`config.mk`:
```
export PLATFORM = sky130hd
export DESIGN_NAME = base64_stream_enc
export DESIGN_NICKNAME = d
export VERILOG_FILES = /design/src/rtl/base64_pkg.sv /design/src/rtl/base64_sextet_map.sv /design/src/rtl/base64_stream_enc.sv
export SDC_FILE = /design/constraint.sdc
export NUM_CORES = 1
export LEC_CHECK = 0
export BUFFER_PORTS_ARGS = -buffer_cell sky130_fd_sc_hd__buf_2
export CORE_MARGIN = 1.5
export CORE_UTILIZATION = 30
export DETAILED_ROUTE_END_ITERATION = 8
export PLACE_DENSITY = 0.55
export SLEW_MARGIN = 0
export SYNTH_ARGS = -nofsm -noshare
export SYNTH_HDL_FRONTEND = slang
export SYNTH_SLANG_ARGS = --single-unit
```
`constraint.sdc`:
```
create_clock -name clk -period 10 [get_ports clk]
set_clock_uncertainty 0.2 [all_clocks]
set_input_delay 1 -clock clk [delete_from_list [all_inputs] [get_ports clk]]
set_output_delay 1 -clock clk [all_outputs]
set_load 0.01 [all_outputs]
```
`src/rtl/base64_pkg.sv`:
```
// Shared types and helpers for the streaming Base64 encoder.
//   state_t   : encoder FSM states
//   ASCII_*   : pad / line-break characters
//   b64_char  : 6-bit index + alphabet select -> ASCII character
package base64_pkg;

  typedef enum logic [1:0] {
    COLLECT = 2'd0,
    EMIT    = 2'd1,
    CR      = 2'd2,
    LF      = 2'd3
  } state_t;

  localparam logic [7:0] ASCII_PAD = 8'h3D;  // '='
  localparam logic [7:0] ASCII_CR  = 8'h0D;
  localparam logic [7:0] ASCII_LF  = 8'h0A;

  // url_safe=1 swaps '+' '/' for '-' '_' on indices 62/63.
  function automatic logic [7:0] b64_char(input logic [5:0] idx, input logic url_safe);
    logic [7:0] i8;
    i8 = {2'b00, idx};
    if (idx < 6'd26)      return 8'h41 + i8;
    else if (idx < 6'd52) return 8'h61 + i8 - 8'd26;
    else if (idx < 6'd62) return 8'h30 + i8 - 8'd52;
    else if (idx == 6'd62) return url_safe ? 8'h2D : 8'h2B;
    else                   return url_safe ? 8'h5F : 8'h2F;
  endfunction

endpackage

```
`src/rtl/base64_sextet_map.sv`:
```
// Combinational Base64 alphabet lookup.
//   idx   : 6-bit sextet value
//   ascii : encoded character (alphabet chosen by URL_SAFE)
module base64_sextet_map
  import base64_pkg::*;
#(
  parameter bit URL_SAFE = 1'b0
) (
  input  logic [5:0] idx,
  output logic [7:0] ascii
);

  assign ascii = b64_char(idx, URL_SAFE);

endmodule

```
`src/rtl/base64_stream_enc.sv`:
```
// Streaming Base64 encoder. Collects up to three bytes per group from a
// valid/ready byte stream, then emits four (or fewer, without padding)
// ASCII characters one per handshake, with optional CR/LF every LINE_LEN
// characters. Input and output phases never overlap.
//   clk, rst_n                 : clock, async active-low reset
//   s_data/s_valid/s_last/s_ready : byte input stream, s_last closes a frame
//   m_data/m_valid/m_last/m_ready : character output stream, m_last on final char
//   busy                       : frame in progress (first byte .. final char)
module base64_stream_enc
  import base64_pkg::*;
#(
  parameter bit          URL_SAFE = 1'b0,
  parameter bit          PAD      = 1'b1,
  parameter int unsigned LINE_LEN = 0
) (
  input  logic       clk,
  input  logic       rst_n,
  input  logic [7:0] s_data,
  input  logic       s_valid,
  input  logic       s_last,
  output logic       s_ready,
  output logic [7:0] m_data,
  output logic       m_valid,
  output logic       m_last,
  input  logic       m_ready,
  output logic       busy
);

  localparam logic [7:0] LINE_LEN8 = 8'(LINE_LEN);

  state_t      state, state_nxt;
  logic [23:0] grp_buf;
  logic [1:0]  cnt;
  logic [1:0]  nbytes;
  logic        grp_last;
  logic [1:0]  ci;
  logic [7:0]  line_cnt;

  logic        s_acc, m_acc;
  logic        grp_close;
  logic        grp_done;
  logic [1:0]  last_ci;
  logic [5:0]  sextet;
  logic [7:0]  map_char;
  logic [7:0]  data_char;
  logic [7:0]  line_next;

  assign s_acc     = s_valid & s_ready;
  assign m_acc     = m_valid & m_ready;
  assign grp_close = (cnt == 2'd2) | s_last;
  // Without padding the group stops at the last character carrying data bits.
  assign last_ci   = PAD ? 2'd3 : nbytes;
  assign grp_done  = (ci == last_ci);
  assign line_next = line_cnt + 8'd1;

  always_comb begin
    sextet = grp_buf[23:18];
    case (ci)
      2'd0: sextet = grp_buf[23:18];
      2'd1: sextet = grp_buf[17:12];
      2'd2: sextet = grp_buf[11:6];
      2'd3: sextet = grp_buf[5:0];
      default: sextet = grp_buf[23:18];
    endcase
  end

  base64_sextet_map #(.URL_SAFE(URL_SAFE)) u_map (
    .idx   (sextet),
    .ascii (map_char)
  );

  // Characters past the data-carrying ones are pad; only reachable with PAD=1.
  assign data_char = (ci > nbytes) ? ASCII_PAD : map_char;

  always_ff @(posedge clk or negedge rst_n) begin
    if (!rst_n) state <= COLLECT;
    else        state <= state_nxt;
  end

  always_comb begin
    state_nxt = state;
    s_ready   = 1'b0;
    m_valid   = 1'b0;
    m_data    = 8'h00;
    m_last    = 1'b0;
    case (state)
      COLLECT: begin
        s_ready = 1'b1;
        if (s_acc && grp_close) state_nxt = EMIT;
      end
      EMIT: begin
        m_valid = 1'b1;
        m_data  = data_char;
        m_last  = grp_last & grp_done;
        if (m_acc && grp_done) begin
          // line_next is the count including this character.
          if (grp_last)                                   state_nxt = COLLECT;
          else if (LINE_LEN != 0 && line_next == LINE_LEN8) state_nxt = CR;
          else                                            state_nxt = COLLECT;
        end
      end
      CR: begin
        m_valid = 1'b1;
        m_data  = ASCII_CR;
        if (m_acc) state_nxt = LF;
      end
      LF: begin
        m_valid = 1'b1;
        m_data  = ASCII_LF;
        if (m_acc) state_nxt = COLLECT;
      end
      default: state_nxt = COLLECT;
    endcase
  end

  always_ff @(posedge clk or negedge rst_n) begin
    if (!rst_n) begin
      grp_buf  <= '0;
      cnt      <= '0;
      nbytes   <= '0;
      grp_last <= 1'b0;
      ci       <= '0;
      line_cnt <= '0;
      busy     <= 1'b0;
    end else begin
      case (state)
        COLLECT: if (s_acc) begin
          busy <= 1'b1;
          // Each write also zeroes the bytes after it, so a short final
          // group never carries stale data from an earlier group.
          case (cnt)
            2'd0:    grp_buf <= {s_data, 16'h0000};
            2'd1:    grp_buf <= {grp_buf[23:16], s_data, 8'h00};
            default: grp_buf <= {grp_buf[23:8], s_data};
          endcase
          if (grp_close) begin
            nbytes   <= cnt + 2'd1;
            grp_last <= s_last;
            cnt      <= '0;
            ci       <= '0;
          end else begin
            cnt <= cnt + 2'd1;
          end
        end
        EMIT: if (m_acc) begin
          ci       <= ci + 2'd1;
          line_cnt <= line_next;
          if (grp_done && grp_last) begin
            line_cnt <= '0;
            busy     <= 1'b0;
          end
        end
        LF: if (m_acc) line_cnt <= '0;
        default: ;
      endcase
    end
  end

endmodule

```
# [Word-level counts from Yosys, hierarchy flattened]
# Cells that the tools add are included.
[word_totals] reg_bits=34 input_bits=13 output_inout_bits=12
[classes] addsub=7 n_bitwise=5 n_lt_le_gt_ge=4 n_reduce_logical=16 eq_ne=17 mux=25
[ops] cell="case mux 24 bit (2 select lines)" count=1
[ops] cell="two-way mux 8 bit" count=4
[ops] cell="case mux 6 bit (4 select lines)" count=1
[ops] cell="case mux 8 bit (3 select lines)" count=1
[ops] cell="adder 7 x 6 -> 8 bit (first input constant)" count=2
[ops] cell="two-way mux 2 bit" count=8
[ops] cell="inequality test 2 bit (second input constant)" count=8
[ops] cell="AND reduction 4 bit" count=4
[ops] cell="< comparator 6 bit (second input constant)" count=2
[ops] cell="equality test 2 bit (second input constant)" count=5
[ops] cell="case mux 2 bit (4 select lines)" count=1
[ops] cell="subtractor 8 x 5 -> 8 bit (second input constant)" count=1
[ops] cell="subtractor 8 x 6 -> 8 bit (second input constant)" count=1
[ops] cell="adder 6 x 6 -> 7 bit (first input constant)" count=1
[ops] cell="equality test 2 x 1 -> 1 bit (second input constant)" count=3
[ops] cell="equality test 6 bit (second input constant)" count=1
[ops] cell="logical NOT 2 bit" count=3
[ops] cell="< comparator 6 x 5 -> 1 bit (second input constant)" count=1
[ops] cell="two-way mux 1 bit" count=6
[ops] cell="AND reduction 3 bit" count=2
[ops] cell="adder 2 x 1 -> 2 bit (second input constant)" count=2
[ops] cell="case mux 2 bit (2 select lines)" count=1
[ops] cell="nonzero test 2 bit" count=2
[ops] cell="bitwise AND 1 bit" count=3
[ops] cell="8 further kinds" count=10

# [Longest topological paths before layout]
[depth] depth_word=9 mapped_depth=15

# [Modules after synthesis]
# A second synthesis with hierarchy kept.
[hier_totals] hier_cells=236 hier_area_um2=2163.3
[by_module_without_submodules] module="base64_stream_enc" seq_area_each_um2=850.8 area_each_um2=1767.9 n_inst=1 cells_each=180
[by_module_without_submodules] module="base64_sextet_map" seq_area_each_um2=0.0 area_each_um2=395.4 n_inst=1 cells_each=56

# [Least setup slack after synthesis]
# No wires, ideal clock.
[synth_path] kind="flip-flop to output port" startpoint="register ci[0]" endpoint="output port m_data[2]" slack_ns=5.963 t_arrival_ns=2.837 path_stages_with_launch=15 n_path_buf=2 t_required_ns=8.800 path_cell_list="dfrtp_1 > inv_1 > ha_1 > buf_2 > nor2b_1 > a21o_2 > inv_4 > buf_2 > ha_1 > a211oi_1 > a211o_1 > o21ai_1 > and3_1 > a31oi_1 > a31oi_1"
[synth_between] elab_chain_cells=9 elab_cells_between_ends=21 cone_classes="5 x add/sub; 4 x order compare; 4 x eq/ne; 7 x mux; 1 x reduce/logical"
[synth_lines] item="start: declaration" line_no="base64_stream_enc.sv:36" source="logic [1:0] ci;"
[synth_lines] item="start signal: assignment" line_no="base64_stream_enc.sv:146" source="ci <= ci + 2'd1;"
[synth_lines] item="equality test 2 bit (tied with other cells)" line_no="base64_stream_enc.sv:58" source="case (ci)"
[synth_lines] item="case mux 6 bit (4 select lines)" line_no="base64_stream_enc.sv:58"
[synth_lines] item="adder 6 x 6 -> 7 bit or equality test 6 bit (tied branches)" line_no="base64_pkg.sv:24, base64_pkg.sv:25"
[synth_lines] item="subtractor 8 x 6 -> 8 bit or two-way mux 3 bit (tied branches)" line_no="base64_pkg.sv:24, base64_pkg.sv:25"
[synth_lines] item="two-way mux 8 bit" line_no="base64_pkg.sv:24" source="else if (idx < 6'd62) return 8'h30 + i8 - 8'd52;"
[synth_lines] item="two-way mux 8 bit" line_no="base64_pkg.sv:23" source="else if (idx < 6'd52) return 8'h61 + i8 - 8'd26;"
[synth_lines] item="two-way mux 8 bit" line_no="base64_pkg.sv:22" source="if (idx < 6'd26) return 8'h41 + i8;"
[synth_lines] item="two-way mux 8 bit (*)" line_no="base64_stream_enc.sv:73" source="assign data_char = (ci > nbytes) ? ASCII_PAD : map_char;"
[synth_lines] item="case mux 8 bit (3 select lines) (*)" line_no="base64_stream_enc.sv:86" source="case (state)"
[synth_lines] item="end: declaration" line_no="base64_stream_enc.sv:22" source="output logic [7:0] m_data,"
# Every way passes the cells marked *; elsewhere a longest branch is shown, timed or not.

# [Worst setup path in the final report]
[layout_path] startpoint="register ci[1]" endpoint="output port m_data[2]"
# The elaborated chain is that of the path after synthesis.

==> run metrics <==
Pint roughly 0.00048 W; initial antenna violation count 0; num rows 31; Worst slew margin 49.4%; n_diodes 0; # Max-Cap Violations 0; # hold bufs at CTS 0; H-tree levels 2; DRC 0; post-CTS setup buffers 0; clk_lat worst skew approximately 0.28 ns; DRT Wirelength 5.53 mm; via count 1,929; Unique masters post-synth 38; min cycle time layout 4.71 ns; Adder-Cell Fraction of Synth Area 8.53%; wire length per cell 14.6 µm; setup TNS 0 ns; max-slew violations 0; Syn Std Cell Area 2200 µm²; number of gates resized after cts 0; Warnings, synthesis 0; Worst Tran Pin Value 0.759 ns; final setup violating endpoints 0; boundary pin count 25; CTS tree built; Post-synth EDFFs 0; largest family of logic cells by synthesized area compound AO/OA/AOI/OAI gates; share of the synthesized area in the top cell type 38.7%; CTS buffer count 5; WHS 0.281 ns; clock-pin slew on the worst setup and hold paths 0.07 ns; Syn Nets 286; GRT Total Usage about 15%; Hold Path Class reg2reg; crit path kind reg2out; Synth area leaders dfrtp_1, ha_1, nand2_1; startpoint class of the critical path register; part of the power in registers roughly a quarter; Final Hold Violating Endpoints 0; Synth-to-Final Area Change 13.1%; Core Region 7180 µm²; Avg Inst Size Synth between 8 and 9 µm²; vias per inst 5.10; Logic pwr share 63.1%; die width between 80 and 90 µm; Power Density 371 nW/µm²; pin count of the biggest net entering global routing 35; outcome finished, final reports clean; f_max 0.212 GHz; number of global-route vias before repair 1,837; RSZ-0062 raised after global routing false; root buf cell clkbuf_8; first-pass GRT wire length ~9.2 mm; Nets 306; Synth area leader dfrtp_1; RePlAce Congestion 0.912; Max clock buf depth 2; peak supply drop 123 µV; period utilization 47.1%; aggregate global routing overflow 0; synthesis-stage register bit count 34; Worst Setup End Kind output port; initial core utilization 30.7%; CP required a little under 9 ns; Clk network pwr share 11.4%; Pre-antenna DRT Iters 4; die area 7850 µm²; Arrival @ worst endpoint between 3 and 4 ns; mux share of post-synthesis cell area 2.45%; Most used DFF post-synth dfrtp_1; total chip power 0.000924 W; hpwl dp between 4 and 5 mm; Die Ht 88.6 µm; IO buf count 24; share of the yosys chip area belonging to registers 38.7%; Iter 0 DRT Violations about 110; Synth Area in Simple Gates 17.4%; clk sinks 34; Synth async-reset ratio 100%; Synth Area in XOR/XNOR 0.796%; Net Sw Power 0.000446 W; Core Util, Final approximately a third; Net Sw Frac 48.3%; Routed Antenna Nets 0; P_leak between 1 and 1.5 nW; post-synthesis compound-gate area fraction 26.8%; CP max FO 11; Mapped Cells roughly 260; share of layout cells above drive strength 1 14.7%
-- cells in the mapped netlist (3+ instances only) --
master,count
nand2_1,44
dfrtp_1,34
o21ai_0,24
a21oi_1,16
ha_1,15
inv_1,15
a22o_1,12
nand3_1,12
nor2_1,11
nor2b_1,7
clkbuf_1,6
a211oi_1,5
o21a_1,5
a222oi_1,4
a31oi_1,4
buf_2,4
o21ai_1,4
and3_1,3
mux2_2,3
nor3_1,3
-- worst max-delay path, cell delays in order (launching register included) --
cell	delay, ns
dfrtp_1	0.44
inv_1	0.12
ha_1	0.30
a222oi_1	0.16
a21o_2	0.28
inv_2	0.18
ha_1	0.23
a211oi_1	0.06
a211o_1	0.35
o21ai_1	0.48
and3_1	0.24
a31oi_1	0.05
a31oi_1	0.19
buf_2	0.15
-- metal layers --
layer	part of all wire (%)	track usage, %	up-vias	routed length, µm
li1	-	-	964	-
met4	1.6	5.40	0	87
met1	51	22.0	919	2820
met5	0	0	-	0
met2	44	23.4	39	2460
met3	3.0	2.52	7	164
-- through the flow --
stage          worst slack (ns)  cells  area, µm²
2_1_floorplan              5.96    258       2200
3_3_place_gp               5.75    370       2400
3_5_place_dp               5.67    370       2400
4_1_cts                    5.34    378       2490
5_1_grt                    5.07    378       2490
6_report                   5.29    378       2490
-- power groups by stage --
stage	clock, W	combinational [W]	sequential (W)
floorplan	0	0.000442	0.000220
global placement	0	0.000578	0.000239
detailed placement	0	0.000577	0.000238
CTS	0.000106	0.000581	0.000236
global route	0.000114	0.000657	0.000243
finish	0.000105	0.000583	0.000236
-- logic make-up (layout without fill, tap and decap cells) --
| group | Yosys count | count (layout) |
|---|---|---|
| AO/OA/AOI/OAI | 87 | 87 |
| XOR/XNOR | 2 | 2 |
| adder cells (fa/ha/maj) | 15 | 15 |
| multiplexers | 5 | 5 |
| buffers and inverters | 29 | 50 |
| flip-flops | 34 | 34 |
| AND/OR/NAND/NOR | 86 | 86 |
-- placed cells by master, fill, tap and decap left out, drive strengths merged, types with 3 or more instances in the layout --
cell type  count
o21a           5
a222oi         4
a22o          12
clkbuf         7
a21oi         16
inv           18
nor3           3
o21ai         28
nor2          11
ha            15
mux2           3
dfrtp         34
a211oi         5
and3           3
nand2         44
a31oi          4
nor2b          7
nand3         12
buf           24
-- final cells by class --
class	count	area (µm²)
fillers	782	4690
well taps	99	124
multi-input cells	195	1230
repair buffers	24	120
clock buffers	7	86.3
clock inverters	1	5.00
flip-flops and latches	34	851
inverters	18	70.1
-- final timing paths --
path | start | to | slack [ns] | cells after the start
worst min-delay path | grp_buf[22] | grp_buf[22] | 0.28 | 2
worst max register to register | state[0] | grp_buf[16] | 7.47 | 5
worst max-delay path | ci[1] | m_data[2] | 5.29 | 13
worst min register to register | grp_buf[22] | grp_buf[22] | 0.28 | 2
min in group asynchronous | rst_n | grp_buf[23] | 0.58 | 1
max in group asynchronous | rst_n | ci[1] | 8.53 | 1
-- flip-flops by register name (all words and copies together) (netlist names) --
| register | flops |
|---|---|
| busy | 1 |
| ci | 2 |
| cnt | 2 |
| grp_buf | 24 |
| grp_last | 1 |
| nbytes | 2 |
| state | 2 |
Power figures use the tool's default switching activity.
